[src/rtl/frame_buf_writer_pkg.sv]
// -----------------------------------------------------------------------------
// frame_buf_writer_pkg
// Shared definitions for the frame buffer write path: default image geometry,
// FSM state encoding and the frame pixel count helper.
// -----------------------------------------------------------------------------
package frame_buf_writer_pkg;

  localparam int unsigned IMG_W_DEF  = 200;
  localparam int unsigned IMG_H_DEF  = 200;
  localparam int unsigned DATA_W_DEF = 8;
  localparam int unsigned ADDR_W_DEF = 16;

  typedef enum logic [1:0] {
    ST_IDLE    = 2'd0,
    ST_CAPTURE = 2'd1,
    ST_DONE    = 2'd2
  } fbw_state_e;

  // Number of pixels in one frame.
  function automatic int unsigned frame_pix(input int unsigned w, input int unsigned h);
    return w * h;
  endfunction

endpackage

[src/rtl/frame_buf_writer_if.sv]
// -----------------------------------------------------------------------------
// frame_buf_writer_if
// Pixel stream in / RAM write port out of the frame buffer writer.
//  capture_en, frame_start, pix_valid, pix_data : pixel source -> writer
//  ram_we, ram_waddr, ram_wdata                  : writer -> RAM write port
//  busy, frame_done, err_short                   : writer status
// master = pixel source / RAM side, slave = frame_buf_writer.
// -----------------------------------------------------------------------------
interface frame_buf_writer_if
  import frame_buf_writer_pkg::*;
#(
  parameter int unsigned DATA_W = DATA_W_DEF,
  parameter int unsigned ADDR_W = ADDR_W_DEF
);

  logic              capture_en;
  logic              frame_start;
  logic              pix_valid;
  logic [DATA_W-1:0] pix_data;
  logic              ram_we;
  logic [ADDR_W-1:0] ram_waddr;
  logic [DATA_W-1:0] ram_wdata;
  logic              busy;
  logic              frame_done;
  logic              err_short;

  modport master (
    output capture_en, frame_start, pix_valid, pix_data,
    input  ram_we, ram_waddr, ram_wdata, busy, frame_done, err_short
  );

  modport slave (
    input  capture_en, frame_start, pix_valid, pix_data,
    output ram_we, ram_waddr, ram_wdata, busy, frame_done, err_short
  );

endinterface

[src/rtl/fbw_pix_counter.sv]
// -----------------------------------------------------------------------------
// fbw_pix_counter
// Raster position tracker (x, y, linear address) for the frame writer.
//  clk, rst      : clock, async active-high reset
//  i_clr         : restart at pixel 0 (applies to this cycle's pixel)
//  i_inc         : a pixel is consumed this cycle
//  o_addr_c      : address of the pixel presented this cycle
//  o_last_pix_c  : the pixel presented this cycle is the last of the frame
// -----------------------------------------------------------------------------
module fbw_pix_counter
  import frame_buf_writer_pkg::*;
#(
  parameter int unsigned IMG_W  = IMG_W_DEF,
  parameter int unsigned IMG_H  = IMG_H_DEF,
  parameter int unsigned ADDR_W = ADDR_W_DEF
) (
  input  logic              clk,
  input  logic              rst,
  input  logic              i_clr,
  input  logic              i_inc,
  output logic [ADDR_W-1:0] o_addr_c,
  output logic              o_last_pix_c
);

  localparam int unsigned X_W       = (IMG_W > 1) ? $clog2(IMG_W) : 1;
  localparam int unsigned Y_W       = (IMG_H > 1) ? $clog2(IMG_H) : 1;
  localparam int unsigned LAST_ADDR = frame_pix(IMG_W, IMG_H) - 1;

  logic [X_W-1:0]    r_x, w_x_cur, w_x_nxt;
  logic [Y_W-1:0]    r_y, w_y_cur, w_y_nxt;
  logic [ADDR_W-1:0] r_addr, w_addr_cur, w_addr_nxt;

  // Current position (clear takes effect for this cycle's pixel) and next position.
  always_comb begin
    w_x_cur    = i_clr ? '0 : r_x;
    w_y_cur    = i_clr ? '0 : r_y;
    w_addr_cur = i_clr ? '0 : r_addr;
    w_x_nxt    = w_x_cur;
    w_y_nxt    = w_y_cur;
    w_addr_nxt = w_addr_cur;
    if (i_inc) begin
      if (w_addr_cur == ADDR_W'(LAST_ADDR)) begin
        // Park at 0 after the final pixel so the address never runs past the buffer.
        w_x_nxt    = '0;
        w_y_nxt    = '0;
        w_addr_nxt = '0;
      end else if (w_x_cur == X_W'(IMG_W - 1)) begin
        w_x_nxt    = '0;
        w_y_nxt    = w_y_cur + Y_W'(1);
        w_addr_nxt = w_addr_cur + ADDR_W'(1);
      end else begin
        w_x_nxt    = w_x_cur + X_W'(1);
        w_addr_nxt = w_addr_cur + ADDR_W'(1);
      end
    end
  end

  // Position registers.
  always_ff @(posedge clk or posedge rst) begin
    if (rst) begin
      r_x    <= '0;
      r_y    <= '0;
      r_addr <= '0;
    end else begin
      r_x    <= w_x_nxt;
      r_y    <= w_y_nxt;
      r_addr <= w_addr_nxt;
    end
  end

  assign o_addr_c     = w_addr_cur;
  assign o_last_pix_c = (w_x_cur == X_W'(IMG_W - 1)) && (w_y_cur == Y_W'(IMG_H - 1));

endmodule

[src/rtl/frame_buf_writer.sv]
// -----------------------------------------------------------------------------
// frame_buf_writer
// Stores one IMG_W x IMG_H frame of a valid-strobed pixel stream into the
// display RAM in raster order (address = y*IMG_W + x), one-cycle write latency.
//  clk  : system clock
//  rst  : asynchronous reset, active-high
//  bus  : frame_buf_writer_if.slave (pixel stream in, RAM write port and
//         busy / frame_done / err_short status out, all registered)
// -----------------------------------------------------------------------------
module frame_buf_writer
  import frame_buf_writer_pkg::*;
#(
  parameter int unsigned IMG_W  = IMG_W_DEF,
  parameter int unsigned IMG_H  = IMG_H_DEF,
  parameter int unsigned DATA_W = DATA_W_DEF,
  parameter int unsigned ADDR_W = ADDR_W_DEF
) (
  input logic                clk,
  input logic                rst,
  frame_buf_writer_if.slave  bus
);

  fbw_state_e        r_state, w_state_nxt;
  logic              r_we, w_we;
  logic [ADDR_W-1:0] r_waddr, w_waddr;
  logic [DATA_W-1:0] r_wdata, w_wdata;
  logic              r_busy;
  logic              r_frame_done, w_frame_done;
  logic              r_err_short, w_err_short;
  logic              w_clr, w_inc, w_accept;
  logic [ADDR_W-1:0] w_addr_c;
  logic              w_last_c;

  fbw_pix_counter #(
    .IMG_W  (IMG_W),
    .IMG_H  (IMG_H),
    .ADDR_W (ADDR_W)
  ) u_pix_counter (
    .clk          (clk),
    .rst          (rst),
    .i_clr        (w_clr),
    .i_inc        (w_inc),
    .o_addr_c     (w_addr_c),
    .o_last_pix_c (w_last_c)
  );

  // Next state and next output values.
  always_comb begin
    w_state_nxt  = r_state;
    w_we         = 1'b0;
    w_waddr      = r_waddr;
    w_wdata      = r_wdata;
    w_frame_done = 1'b0;
    w_err_short  = r_err_short;
    w_clr        = 1'b0;
    w_inc        = 1'b0;
    w_accept     = 1'b0;

    case (r_state)
      ST_IDLE: begin
        if (bus.frame_start && bus.capture_en) begin
          w_state_nxt = ST_CAPTURE;
          w_clr       = 1'b1;
          w_accept    = 1'b1;
        end
      end
      ST_CAPTURE: begin
        w_accept = 1'b1;
        // A new frame_start mid-frame restarts the frame and is flagged.
        if (bus.frame_start) begin
          w_clr       = 1'b1;
          w_err_short = 1'b1;
        end
      end
      ST_DONE: begin
        w_frame_done = 1'b1;
        w_state_nxt  = ST_IDLE;
      end
      default: begin
        w_state_nxt = ST_IDLE;
      end
    endcase

    // A pixel accepted together with frame_start is pixel 0 of the new frame.
    if (w_accept && bus.pix_valid) begin
      w_inc   = 1'b1;
      w_we    = 1'b1;
      w_waddr = w_addr_c;
      w_wdata = bus.pix_data;
      if (w_last_c) begin
        w_state_nxt = ST_DONE;
      end
    end
  end

  // State and output registers.
  always_ff @(posedge clk or posedge rst) begin
    if (rst) begin
      r_state      <= ST_IDLE;
      r_we         <= 1'b0;
      r_waddr      <= '0;
      r_wdata      <= '0;
      r_busy       <= 1'b0;
      r_frame_done <= 1'b0;
      r_err_short  <= 1'b0;
    end else begin
      r_state      <= w_state_nxt;
      r_we         <= w_we;
      r_waddr      <= w_waddr;
      r_wdata      <= w_wdata;
      r_busy       <= (w_state_nxt == ST_CAPTURE);
      r_frame_done <= w_frame_done;
      r_err_short  <= w_err_short;
    end
  end

  assign bus.ram_we     = r_we;
  assign bus.ram_waddr  = r_waddr;
  assign bus.ram_wdata  = r_wdata;
  assign bus.busy       = r_busy;
  assign bus.frame_done = r_frame_done;
  assign bus.err_short  = r_err_short;

endmodule
[src/flat_wrapper.sv]
// flat-port wrapper written by rule: the top's interface ports become plain ports
module frame_buf_writer_flat import frame_buf_writer_pkg::*;
#(
  parameter int unsigned IMG_W  = IMG_W_DEF,
  parameter int unsigned IMG_H  = IMG_H_DEF,
  parameter int unsigned DATA_W = DATA_W_DEF,
  parameter int unsigned ADDR_W = ADDR_W_DEF
)
  (clk, rst, bus_capture_en, bus_frame_start, bus_pix_valid, bus_pix_data, bus_ram_we, bus_ram_waddr, bus_ram_wdata, bus_busy, bus_frame_done, bus_err_short);
  frame_buf_writer_if #(.DATA_W(DATA_W), .ADDR_W(ADDR_W)) bus_i ();
  input logic clk;
  input logic rst;
  input wire logic [$bits(bus_i.capture_en)-1:0] bus_capture_en;
  input wire logic [$bits(bus_i.frame_start)-1:0] bus_frame_start;
  input wire logic [$bits(bus_i.pix_valid)-1:0] bus_pix_valid;
  input wire logic [$bits(bus_i.pix_data)-1:0] bus_pix_data;
  output wire logic [$bits(bus_i.ram_we)-1:0] bus_ram_we;
  output wire logic [$bits(bus_i.ram_waddr)-1:0] bus_ram_waddr;
  output wire logic [$bits(bus_i.ram_wdata)-1:0] bus_ram_wdata;
  output wire logic [$bits(bus_i.busy)-1:0] bus_busy;
  output wire logic [$bits(bus_i.frame_done)-1:0] bus_frame_done;
  output wire logic [$bits(bus_i.err_short)-1:0] bus_err_short;
  assign bus_i.capture_en = bus_capture_en;
  assign bus_i.frame_start = bus_frame_start;
  assign bus_i.pix_valid = bus_pix_valid;
  assign bus_i.pix_data = bus_pix_data;
  assign bus_ram_we = bus_i.ram_we;
  assign bus_ram_waddr = bus_i.ram_waddr;
  assign bus_ram_wdata = bus_i.ram_wdata;
  assign bus_busy = bus_i.busy;
  assign bus_frame_done = bus_i.frame_done;
  assign bus_err_short = bus_i.err_short;
  frame_buf_writer #(.IMG_W(IMG_W), .IMG_H(IMG_H), .DATA_W(DATA_W), .ADDR_W(ADDR_W)) u_core (.clk(clk), .rst(rst), .bus(bus_i));
endmodule
[config.mk]
export PLATFORM = sky130hd
export DESIGN_NAME = frame_buf_writer_flat
export DESIGN_NICKNAME = d
export VERILOG_FILES = /design/src/rtl/frame_buf_writer_pkg.sv /design/src/rtl/frame_buf_writer_if.sv /design/src/rtl/fbw_pix_counter.sv /design/src/rtl/frame_buf_writer.sv /design/src/flat_wrapper.sv
export SDC_FILE = /design/constraint.sdc
export NUM_CORES = 1
export LEC_CHECK = 0
export BUFFER_PORTS_ARGS = -buffer_cell sky130_fd_sc_hd__buf_2
export CORE_ASPECT_RATIO = 0.5
export CORE_MARGIN = 1.5
export CORE_UTILIZATION = 24
export CTS_CLUSTER_DIAMETER = 50
export CTS_CLUSTER_SIZE = 14
export DETAILED_ROUTE_END_ITERATION = 12
export PLACE_DENSITY = 0.38
export SETUP_SLACK_MARGIN = 0.3
export SLEW_MARGIN = 30
export SYNTH_ARGS = -nofsm -noshare
export SYNTH_HDL_FRONTEND = slang
export SYNTH_HIERARCHICAL = 1
export SYNTH_SLANG_ARGS = --single-unit
[constraint.sdc]
create_clock -name clk -period 4.7 [get_ports clk]
set_clock_uncertainty 0.05 [all_clocks]
set_input_delay 0.705 -clock clk [delete_from_list [all_inputs] [get_ports clk]]
set_output_delay 0.705 -clock clk [all_outputs]
set_load 0.01 [all_outputs]
# After elaboration in Yosys (flattened, before gate mapping)
# Index checks and enable logic that the tools add are counted.
# word_totals
register_bits	62
in_bits	13
output_inout_bits	28
word_cells	45
# classes
add_sub_neg	3
eq_ne	6
muxes	21
reduce_logical	5
# ops
cell	n
8-bit 2-to-1 mux	8
16-bit 2-to-1 mux	3
16-bit by 1-bit adder with 16-bit output, second input constant	1
8-bit by 1-bit adder with 8-bit output, second input constant	2
16-bit == test, second input constant	1
8-bit == test, second input constant	2
2-bit 2-to-1 mux	3
2-bit by 1-bit == test with 1-bit output, second input constant	2
1-bit 2-to-1 mux	4
1-bit case mux with 2 select lines	2
2-bit case mux with 2 select lines	1
1-bit logical AND	3
2-bit == test, second input constant	1
2-bit logical NOT	1
2-bit AND reduction	1

# Longest topological paths before layout
# Gate-level depths: netlist of the first run.
# logic_depth
word_depth	9
depth_mapped	12
ltp_nobuf	10

# By module
# Netlist of the first run, hierarchy kept.
# by_module_without_submodules
mod	instances	cells_each	area_per_inst_um2	seq_area_each_um2
fbw_pix_counter	1	193	1880.6	800.8
frame_buf_writer	1	67	1124.8	750.7

# Worst setup path before layout of the first run
# No wires, ideal clock.
# synth_path
kind	input to register
startpoint	input bus_capture_en
endpoint	register u_core.r_busy, in the netlist u_core/bus.busy
setup_time_ps	130
t_arrival_ps	2718
required_ps	4520
path_slack_ps	1802
path_stages	11
path_buffers	3
cell_sequence	o211a_1 buf_6 clkbuf_1 buf_1 nor2b_1 ha_1 nor4bb_1 nand2_1 nor3_1 nand2_1 nor3b_1
# synth_between
elab_chain_len	9
elab_cells_between_ends	15
classes_between	eq/ne: 3; mux: 9; reduce/logical: 3
# synth_lines
element	line_no	rtl
from (decl)	flat_wrapper.sv:13	input wire logic [$bits(bus_i.capture_en)-1:0] bus_capture_en;
1-bit logical AND *	frame_buf_writer.sv:61	if (bus.frame_start && bus.capture_en) begin
1-bit 2-to-1 mux *	frame_buf_writer.sv:61	
1-bit case mux with 2 select lines *	frame_buf_writer.sv:59	case (r_state)
8-bit 2-to-1 mux (on tied branches)	fbw_pix_counter.sv:35, fbw_pix_counter.sv:36	
8-bit == test	fbw_pix_counter.sv:72	assign o_last_pix_c = (w_x_cur == X_W'(IMG_W - 1)) && (w_y_cur == Y_W'(IMG_H - 1));
1-bit logical AND *	fbw_pix_counter.sv:72	
net u_core.w_last_c	frame_buf_writer.sv:32	logic w_last_c;
2-bit 2-to-1 mux *	frame_buf_writer.sv:90	if (w_last_c) begin
2-bit 2-to-1 mux *	frame_buf_writer.sv:85	if (w_accept && bus.pix_valid) begin
2-bit by 1-bit == test with 1-bit output *	frame_buf_writer.sv:111	r_busy <= (w_state_nxt == ST_CAPTURE);
to (signal assigned)	frame_buf_writer.sv:111	
to (decl)	frame_buf_writer.sv:27	logic r_busy;
# Mark *: on every way through the listed nets, which the timed path passes. The rest lies on a longest branch.
# A chain may end at the register's enable or synchronous reset.

# Worst setup path after layout of the first run
# layout_path
startpoint	input bus_capture_en
endpoint	register u_core.r_state[0]
# layout_between
elab_chain_len	8
elab_cells_between_ends	14
classes_between	eq/ne: 2; mux: 9; reduce/logical: 3
# layout_lines
element	line_no	rtl
1-bit logical AND *	frame_buf_writer.sv:61	
1-bit 2-to-1 mux *	frame_buf_writer.sv:61	
1-bit case mux with 2 select lines *	frame_buf_writer.sv:59	
net u_core.w_clr	frame_buf_writer.sv:30	logic w_clr, w_inc, w_accept;
8-bit 2-to-1 mux (on tied branches)	fbw_pix_counter.sv:35, fbw_pix_counter.sv:36	
8-bit == test	fbw_pix_counter.sv:72	
1-bit logical AND *	fbw_pix_counter.sv:72	
net u_core.w_last_c	frame_buf_writer.sv:32	
2-bit 2-to-1 mux *	frame_buf_writer.sv:90	
2-bit 2-to-1 mux *	frame_buf_writer.sv:85	
net u_core.w_state_nxt[0]	frame_buf_writer.sv:23	fbw_state_e r_state, w_state_nxt;
to (signal assigned)	frame_buf_writer.sv:107	r_state <= w_state_nxt;
to (decl)	frame_buf_writer.sv:23	
# Marked as above.

==> results of run 1 <==
[sequential cells by signal, summed over array words and instances (netlist names), 2 cells and up]
register and cells:
u_core/bus.ram_waddr 16, u_core/r_state 2, u_core/u_pix_counter/r_addr 16, u_core/bus.ram_wdata 8
u_core/u_pix_counter/r_y 8, u_core/u_pix_counter/r_x 8
[report_power, final]
part	internal [mW]	switching, mW	total [mW]
Clock	0.382	0.217	0.599
Sequential	0.551	0.00876	0.559
Combinational	0.0338	0.0462	0.0801
[Yosys cell counts (2+ instances only)]
cell | instances | area share, %
xor2_1 | 9 | 2.6
nand2b_1 | 4 | 0.83
buf_6 | 3 | 1.1
nor3_1 | 5 | 0.83
inv_1 | 7 | 0.87
nor2_1 | 23 | 2.9
a21oi_1 | 5 | 0.83
nand4_1 | 8 | 1.7
nor2b_1 | 14 | 2.9
xnor2_1 | 15 | 4.4
mux2i_1 | 2 | 0.67
nor3b_1 | 2 | 0.50
and2b_1 | 5 | 1.2
mux2_2 | 24 | 9.0
and3_1 | 2 | 0.42
nor4_1 | 4 | 0.83
nand4b_1 | 3 | 0.87
nand4bb_1 | 2 | 0.75
nor4_2 | 3 | 1.2
buf_2 | 3 | 0.50
nand2_1 | 12 | 1.5
ha_1 | 2 | 0.83
o21ai_0 | 3 | 0.50
buf_1 | 2 | 0.25
and4_1 | 2 | 0.58
dfrtp_1 | 62 | 52
nor4bb_1 | 3 | 1.0
nand3_1 | 10 | 1.7
[critical path: stages]
cell and delay, ps:
buf_2 110, o211a_1 430, nand2b_1 340, inv_1 90, ha_1 210, nor4bb_1 600, nand2_1 210, nor3_1 270
nand2_1 110, nor3b_1 150
[cells by family after synthesis]
family                   share of synthesized area (%)
AO/OA/AOI/OAI                                     4.25
XOR/XNOR                                          6.99
adder cells (fa/ha/maj)                          0.833
buffers and inverters                             2.87
flip-flops                                        51.6
multiplexers                                      9.66
AND/OR/NAND/NOR                                   23.8
[placed cells by master (no fill, tap or decap), types with 8 or more instances in the layout]
cell type  count
buf_2         40
clkbuf_16      9
dfrtp_1       62
mux2_2        24
nand2_1       12
nand3_1       10
nand4_1        8
nor2_1        23
nor2b_1       14
xnor2_1       15
xor2_1         9
[layout make-up]
class / instances / area (um2) / area share [%]
Clock buffer: 14 / 264 / 7.22
Clock inverter: 1 / 5.00 / 0.137
Inverter: 7 / 26.3 / 0.718
Multi-Input combinational cell: 182 / 1370 / 37.4
Sequential cell: 62 / 1550 / 42.4
Tap cell: 165 / 206 / 5.64
Timing Repair Buffer: 45 / 238 / 6.50
[per-stage QoR]
stage | hold slack (ps) | utilization (%) | instances
after CTS | 357 | 30.4 | 476
after global routing | 392 | 30.4 | 476
after floorplan | 414 | - | 260
final | 351 | 30.4 | 476
after detailed placement | 430 | 28.2 | 461
after global placement | 405 | 28.2 | 461
[per-layer routing]
metal	wire length (um)	share of wire, %	vias up
li1	-	-	1015
met1	3560	53	990
met2	2840	43	45
met3	204	3.1	5
met4	62	0.93	0
met5	0	0	-
[worst min-delay path by stage]
stage	endpoint	slack (ps)	from
finish	u_core/bus.ram_waddr[11]	350	rst
floorplan	u_core/bus.frame_done	410	u_core/r_state[0]
global placement	u_core/bus.err_short	410	u_core/bus.err_short
global route	u_core/bus.ram_waddr[15]	390	rst
detailed placement	u_core/bus.err_short	430	u_core/bus.err_short
CTS	u_core/bus.ram_waddr[15]	360	rst
==> results.toml, run 1 <==
[grt]
grt.total_usage_pct = 11.0
grt_max_degree = 33
grt_use_met2_pct = 16.3
busiest_layer = "met2"
grt_overflow = 0
grt_use_met1_pct = 15.3
grt_pass1_wl_mm = 11.0
antenna_found_initial = 0
first_global_vias = 2118
use_met3_pct = 3.15

[worst_setup_path]
required_ps = 4850
worstReg2RegStart = "u_core/r_state[1]"
path_class = "input pin to flip-flop"
rrSetupSlack_ps = 1620
worst_r2r_endpoint = "u_core/r_state[0]"
path_max_fanout = 18
rr_worst_depth = 10
cp-start-kind = "input pin"
endpoint = "u_core/r_state[0]"
arrival_ps = 3250
worstSetupEndpointType = "flip-flop"
crit_start = "bus_capture_en"

[floorplan]
core_um2 = 12000
fp.dieW_um = 161
rows = 28
ios = 41
die_y_um = 82.1
initial_core_util_pct = 25.0
dieArea_um2 = 13200

[timing]
min_period_ps = 3100
setup_viol = 0
rsz0062_at_grt = "no"
max_freq_ghz = 0.323
setup_tns_ps = 0
maxSlewViolCount = 0
relSlewSlack_pct = 40.1
worst_pin_slew_ps = 898
worst_slack_ps = 1600
post-route-period-util_pct = 65.9
final_hold_viol_count = 0

[clock_tree]
cts_tree = "done"
cts_resized = 0
cts_buffers = 9
post-cts-setup-buffer-count = 0
clk_pin_slew_ps = 50
cts_buffer_depth = 2
ctsHoldBuffers = 0
htreeDepth = 3
clock_latency_ps = 320
cts.sinks = 62
cts_root_buffer = "clkbuf_16"

[place]
port_buffers = 40
dp_hpwl_mm = 4.78
gp_congestion = 0.760
placed_area_um2 = 3390
dpl_worst_slack_ps = 1200

[synth]
synth_nets = 275
syn_inst = 260
yosysSeqAreaShare_pct = 51.6
synth-edff-count = 0
avgSynthCellArea_um2 = 11.6
syn_area_um2 = 3010
synth_flop_cell = "dfrtp_1"
yosysWarnings = 6
yosysUniqueCellTypes = 49
synth-seq-cells = 62
ys_async_sr_fraction_pct = 100

[job]
cap_violations = 0

[drt]
vias_per_cell = 4.32
drt_wl_total_mm = 6.67
wl_per_cell_um = 14.0
num_vias = 2055
drc = 0
dr.pass1.iters = 4
route.antenna.remaining_nets = 0
drtIter0Drc = 92

[finish]
fill_cells = 1244
nets = 322
fin_area_um2 = 3660
drive_gt1_share_pct = 29.6
n_antenna_cell = 0
area_delta_synth_final_pct = 21.7

[pwr]
p_per_area_nw_per_um2 = 339
ir_worst_vdd_mv = 0.178
cellLeakagePower_nw = 1.68
total_power_mw = 1.24

[min_path]
hp-class = "input pin to asynchronous set/reset pin"

[run_status]
status = "finished clean"
Note: power is estimated with default switching activity, not from simulation.
==> run 2, diff against run 1 <==
--- a/config.mk
+++ b/config.mk
@@ -5,6 +5,7 @@
 export SDC_FILE = /design/constraint.sdc
 export NUM_CORES = 1
 export LEC_CHECK = 0
+export ABC_AREA = 1
 export BUFFER_PORTS_ARGS = -buffer_cell sky130_fd_sc_hd__buf_2
 export CORE_ASPECT_RATIO = 0.5
 export CORE_MARGIN = 1.5
==> constraint.sdc (replaced) <==
create_clock -name clk -period 3.2 [get_ports clk]
set_clock_uncertainty 0.05 [all_clocks]
set_input_delay 0.48 -clock clk [delete_from_list [all_inputs] [get_ports clk]]
set_output_delay 0.48 -clock clk [all_outputs]
set_load 0.01 [all_outputs]
==> results.toml, run 2 <==
[grt]
grt.total_usage_pct = 13.9
use_met3_pct = 3.68
busiest_layer = "met2"
grt_overflow = 0
grt_pass1_wl_mm = 15.7
grt_max_degree = 33
first_global_vias = 2950
antenna_found_initial = 0
grt_use_met2_pct = 21.5
grt_use_met1_pct = 19.0

[clock_tree]
cts_resized = 0
clock_latency_ps = 330
post-cts-setup-buffer-count = 0
cts_tree = "done"
cts_buffers = 9
ctsHoldBuffers = 0
htreeDepth = 3
cts.sinks = 62
clk_pin_slew_ps = 60
cts_buffer_depth = 2
cts_root_buffer = "clkbuf_16"

[floorplan]
dieArea_um2 = 15000
fp.dieW_um = 172
ios = 41
core_um2 = 13700
rows = 30
die_y_um = 87.4
initial_core_util_pct = 24.9

[synth]
synth_nets = 466
synth-seq-cells = 62
yosysUniqueCellTypes = 29
yosysWarnings = 6
synth.most_common_cell = "nand2_1"
syn_area_um2 = 3420
ys_async_sr_fraction_pct = 100
avgSynthCellArea_um2 = 7.59
synth_flop_cell = "dfrtp_1"
netlist.area_leader.share_pct = 45.3
yosysSeqAreaShare_pct = 45.3
yosysTopAreaCell = "dfrtp_1"
syn_inst = 451
ys_top_cells_by_area = "dfrtp_1 (45%), nand2_1 (15%), nor2_1 (7.2%)"
synth-edff-count = 0
synthTopCellsByCount = "nand2_1 (138), nor2_1 (66), dfrtp_1 (62)"

[finish]
area_delta_synth_final_pct = 20.0
final_cell_mix = "nand2_1 (138), nor2_1 (65), dfrtp_1 (62)"
drive_gt1_share_pct = 18.7
nets = 508
n_antenna_cell = 0
layout_commonest_cell = "nand2_1"

[place]
dpl_worst_slack_ps = 549
port_buffers = 40
gp_congestion = 0.794
dp_hpwl_mm = 6.56

[drt]
wl_per_cell_um = 13.7
num_vias = 2968
drt_wl_total_mm = 9.45
drtIter0Drc = 217
dr.pass1.iters = 4
route.antenna.remaining_nets = 0
drc = 0
vias_per_cell = 4.31

[worst_setup_path]
arrival_ps = 2690
cp-start-kind = "flip-flop"
worstSetupEndpointType = "flip-flop"
path_max_fanout = 26
required_ps = 3400
path_class = "flip-flop to flip-flop"

[min_path]
hp-class = "input pin to asynchronous set/reset pin"

[timing]
min_period_ps = 2480
maxSlewViolCount = 0
setup_tns_ps = 0
max_freq_ghz = 0.403
worst_slack_ps = 717
rsz0062_at_grt = "no"
worst_pin_slew_ps = 521
post-route-period-util_pct = 77.6
hold_ws_ps = 188
relSlewSlack_pct = 65.2
final_hold_viol_count = 0
setup_viol = 0

[pwr]
cellLeakagePower_nw = 2.09
p_per_area_nw_per_um2 = 479
ir_worst_vdd_mv = 0.235

[job]
cap_violations = 0

[run_status]
status = "finished clean"
[run 2: changes by cell type in the layout (fill, tap and decap cells not counted), sizes merged, moves of 4 or more]
cell | previous run | this run
nor2 | 23 | 77
nand2 | 12 | 145
nand2b | 4 | 0
nor3 | 5 | 11
nor2b | 14 | 0
xnor2 | 15 | 1
nand3 | 10 | 26
and2b | 5 | 0
nand4 | 9 | 35
inv | 7 | 50
nor4 | 8 | 0
o21ai | 3 | 8
mux2 | 24 | 0
[run 2: per-stage QoR]
| stage | power, mW | std cells | cell area, um2 | util, % |
|---|---|---|---|---|
| after floorplan | 0.920 | 451 | 3420 | - |
| after global placement | 0.967 | 674 | 3800 | 27.6 |
| after detailed placement | 0.968 | 674 | 3800 | 27.6 |
| after CTS | 2.00 | 689 | 4110 | 29.9 |
| after global routing | 2.05 | 689 | 4110 | 29.9 |
| final | 1.97 | 689 | 4110 | 29.9 |
[run 2: final timing paths]
| kind | start | endpoint | slack [ps] | cells past startpoint |
|---|---|---|---|---|
| max | u_core/r_state[0] | u_core/r_state[1] | 720 | 14 |
| min | rst | u_core/bus.ram_waddr[15] | 190 | 3 |
| max reg2reg | u_core/r_state[0] | u_core/r_state[1] | 720 | 14 |
| min reg2reg | u_core/bus.ram_wdata[7] | u_core/bus.ram_wdata[7] | 410 | 2 |
| max in group asynchronous | rst | u_core/u_pix_counter/r_addr[11] | 2580 | 3 |
| min in group clk | bus_pix_data[6] | u_core/bus.ram_wdata[6] | 350 | 3 |
[run 2: logic make-up after synthesis]
family / share of synthesized area, %
and+or+nand+nor: 39.2
buffers and inverters: 9.54
DFF: 45.3
AOI/OAI and AO/OA: 3.11
xor gates and xnor gates: 2.05
adders and majority gates: 0.731
[run 2: routing by layer]
metal	wire length (um)	vias to the layer above
met1	5080	1386
li1	-	1528
met5	0	-
met3	384	7
met4	85	0
met2	3900	47
[run 2: cell type report]
| cell class | instances | area [um2] |
|---|---|---|
| clock buffer | 12 | 267 |
| multi-input combinational | 321 | 1550 |
| clock inverter | 3 | 42.5 |
| sequential | 62 | 1550 |
| timing repair buffer | 48 | 260 |
| inverter | 51 | 199 |
| tap | 192 | 240 |
| fill | 1510 | 9630 |
[run 2: critical path, cell delays in order (launching register included)]
cell and delay, ps:
dfrtp_1 400, nor2_1 140, nor2_2 130, inv_8 180, nand2_2 90, inv_1 60, ha_1 160, inv_1 80
nor2_1 80, nand3_1 120, nor2_2 210, nand2_1 120, nor3_1 360, nand2_1 100, nor2_1 120
[run 2: where the power goes]
group / total, mW / switching, mW / internal, mW
Combinational: 0.132 / 0.0900 / 0.0418
Clock: 1.02 / 0.356 / 0.661
Sequential: 0.818 / 0.0123 / 0.806
==> run 3, diff against run 2 <==
==> constraint.sdc (replaced) <==
create_clock -name clk -period 2.4 [get_ports clk]
set_clock_uncertainty 0.05 [all_clocks]
set_input_delay 0.36 -clock clk [delete_from_list [all_inputs] [get_ports clk]]
set_output_delay 0.36 -clock clk [all_outputs]
set_load 0.01 [all_outputs]
==> results.toml, run 3 (synthesis gave the netlist of run 2 again) <==
[floorplan]
fp.dieW_um = 172
ios = 41
core_um2 = 13700
dieArea_um2 = 15000
rows = 30
initial_core_util_pct = 24.9
die_y_um = 87.4

[finish]
drive_gt1_share_pct = 25.4
n_antenna_cell = 0
nets = 529
final_cells = 711
area_delta_synth_final_pct = 29.0
layout_commonest_cell = "nand2_1"
final_cell_mix = "nand2_1 (133), dfrtp_1 (62), nor2_1 (61)"
fill_cells = 1498

[worst_setup_path]
path_max_fanout = 6
worstReg2RegStart = "u_core/r_state[0]"
worst_r2r_endpoint = "u_core/u_pix_counter/r_y[7]"
cp_common_cell = "nor2_4"
required_ps = 2610
cp-start-kind = "flip-flop"
path_buf_inv = 4
rrSetupSlack_ps = 400
cpMaxStageDelayCell = "dfrtp_1"
path_cells = "nor2_2 -> nor2_4 -> inv_8 -> nand2_4 -> inv_2 -> ha_4 -> inv_4 -> nor2_4 -> nand3_2 -> nor2_4 -> buf_6 -> nand4_1 -> nand2_1 -> nand2_1 -> nor2_1"
worstSetupEndpointType = "flip-flop"
arrival_ps = 2210
cp_top_family = "simple AND/OR/NAND/NOR gates"
critPathMaxStageDelay_ps = 400
path_class = "flip-flop to flip-flop"
rr_worst_depth = 15

[clock_tree]
ctsHoldBuffers = 0
htreeDepth = 3
cts_buffers = 9
cts.sinks = 62
cts_buffer_depth = 2
cts_tree = "done"
clk_pin_slew_ps = 60
clock_latency_ps = 330
cts_root_buffer = "clkbuf_16"

[timing]
setup_viol = 0
relSlewSlack_pct = 68.0
worst_pin_slew_ps = 480
rsz0062_at_grt = "yes"
maxSlewViolCount = 0
hold_ws_ps = 69.7
max_freq_ghz = 0.501
final_hold_viol_count = 0
setup_tns_ps = 0
post-route-period-util_pct = 83.2
min_period_ps = 2000

[drt]
drtIter0Drc = 170
num_vias = 3011
route.antenna.remaining_nets = 0
drc = 0
dr.pass1.iters = 5
drt_wl_total_mm = 9.59
vias_per_cell = 4.23
wl_per_cell_um = 13.5

[grt]
grt_pass1_wl_mm = 15.9
grt_overflow = 0
first_global_vias = 2990
grt.total_usage_pct = 14.1
antenna_found_initial = 0
grt_max_degree = 33

[run_status]
status = "finished clean"

[place]
dp_hpwl_mm = 6.80
port_buffers = 40
placed_cells = 686
gp_congestion = 0.804

[job]
cap_violations = 0

[pwr]
ir_worst_vdd_mv = 0.332
p_per_area_nw_per_um2 = 614
cellLeakagePower_nw = 2.26

[min_path]
hp-class = "input pin to asynchronous set/reset pin"
## run 3: power by group
part	switching (mW)	internal, mW
Clock	0.479	0.933
Combinational	0.131	0.0768
Sequential	0.0183	1.07
## run 3: how the worst max path moves through the flow
stage,start,endpoint,slack (ps),depth (start not counted)
after floorplan,u_core/r_state[0],u_core/r_state[1],340,14
after global placement,bus_capture_en,u_core/r_state[1],210,13
after detailed placement,bus_capture_en,u_core/r_state[1],210,13
after CTS,u_core/r_state[0],u_core/r_state[1],310,14
after global routing,u_core/r_state[1],u_core/u_pix_counter/r_x[7],270,11
final,u_core/r_state[0],u_core/u_pix_counter/r_y[7],400,15
## run 3: worst min-delay path: stages
cell   delay, ps
buf_2        100
inv_1         40
buf_4        360
## run 3: area by class of cell
type / count / area [um2] / share of cell area [%]
flip-flops and latches: 62 / 1550 / 35.1
clock buffers: 10 / 239 / 5.41
well taps: 192 / 240 / 5.44
repair buffers: 69 / 449 / 10.2
multi-input cells: 321 / 1650 / 37.3
inverters: 51 / 201 / 4.56
clock inverters: 6 / 85.1 / 1.93
## run 3: metal layers
metal,global-route usage [%],up-vias,wire length (um)
met4,3.72,0,102
met3,4.04,9,470
li1,-,1568,-
met5,0,-,0
met1,19.9,1379,5150
met2,20.8,55,3860
## run 3: stage by stage
stage          power (mW)  util (%)  instance area [um2]  setup slack (ps)
2_1_floorplan        1.23         -                 3430               340
3_3_place_gp         1.30      28.3                 3890               207
3_5_place_dp         1.30      28.3                 3890               209
4_1_cts              2.74      31.1                 4270               306
5_1_grt              2.84      32.1                 4410               267
6_report             2.71      32.1                 4410               402
## run 3: timing repair
action,CTS,global route
setup buffers,4,5
hold endpoints to repair,0,0
endpoints found under the setup margin,9,20
pin swaps,3,13
resized for setup,5,29
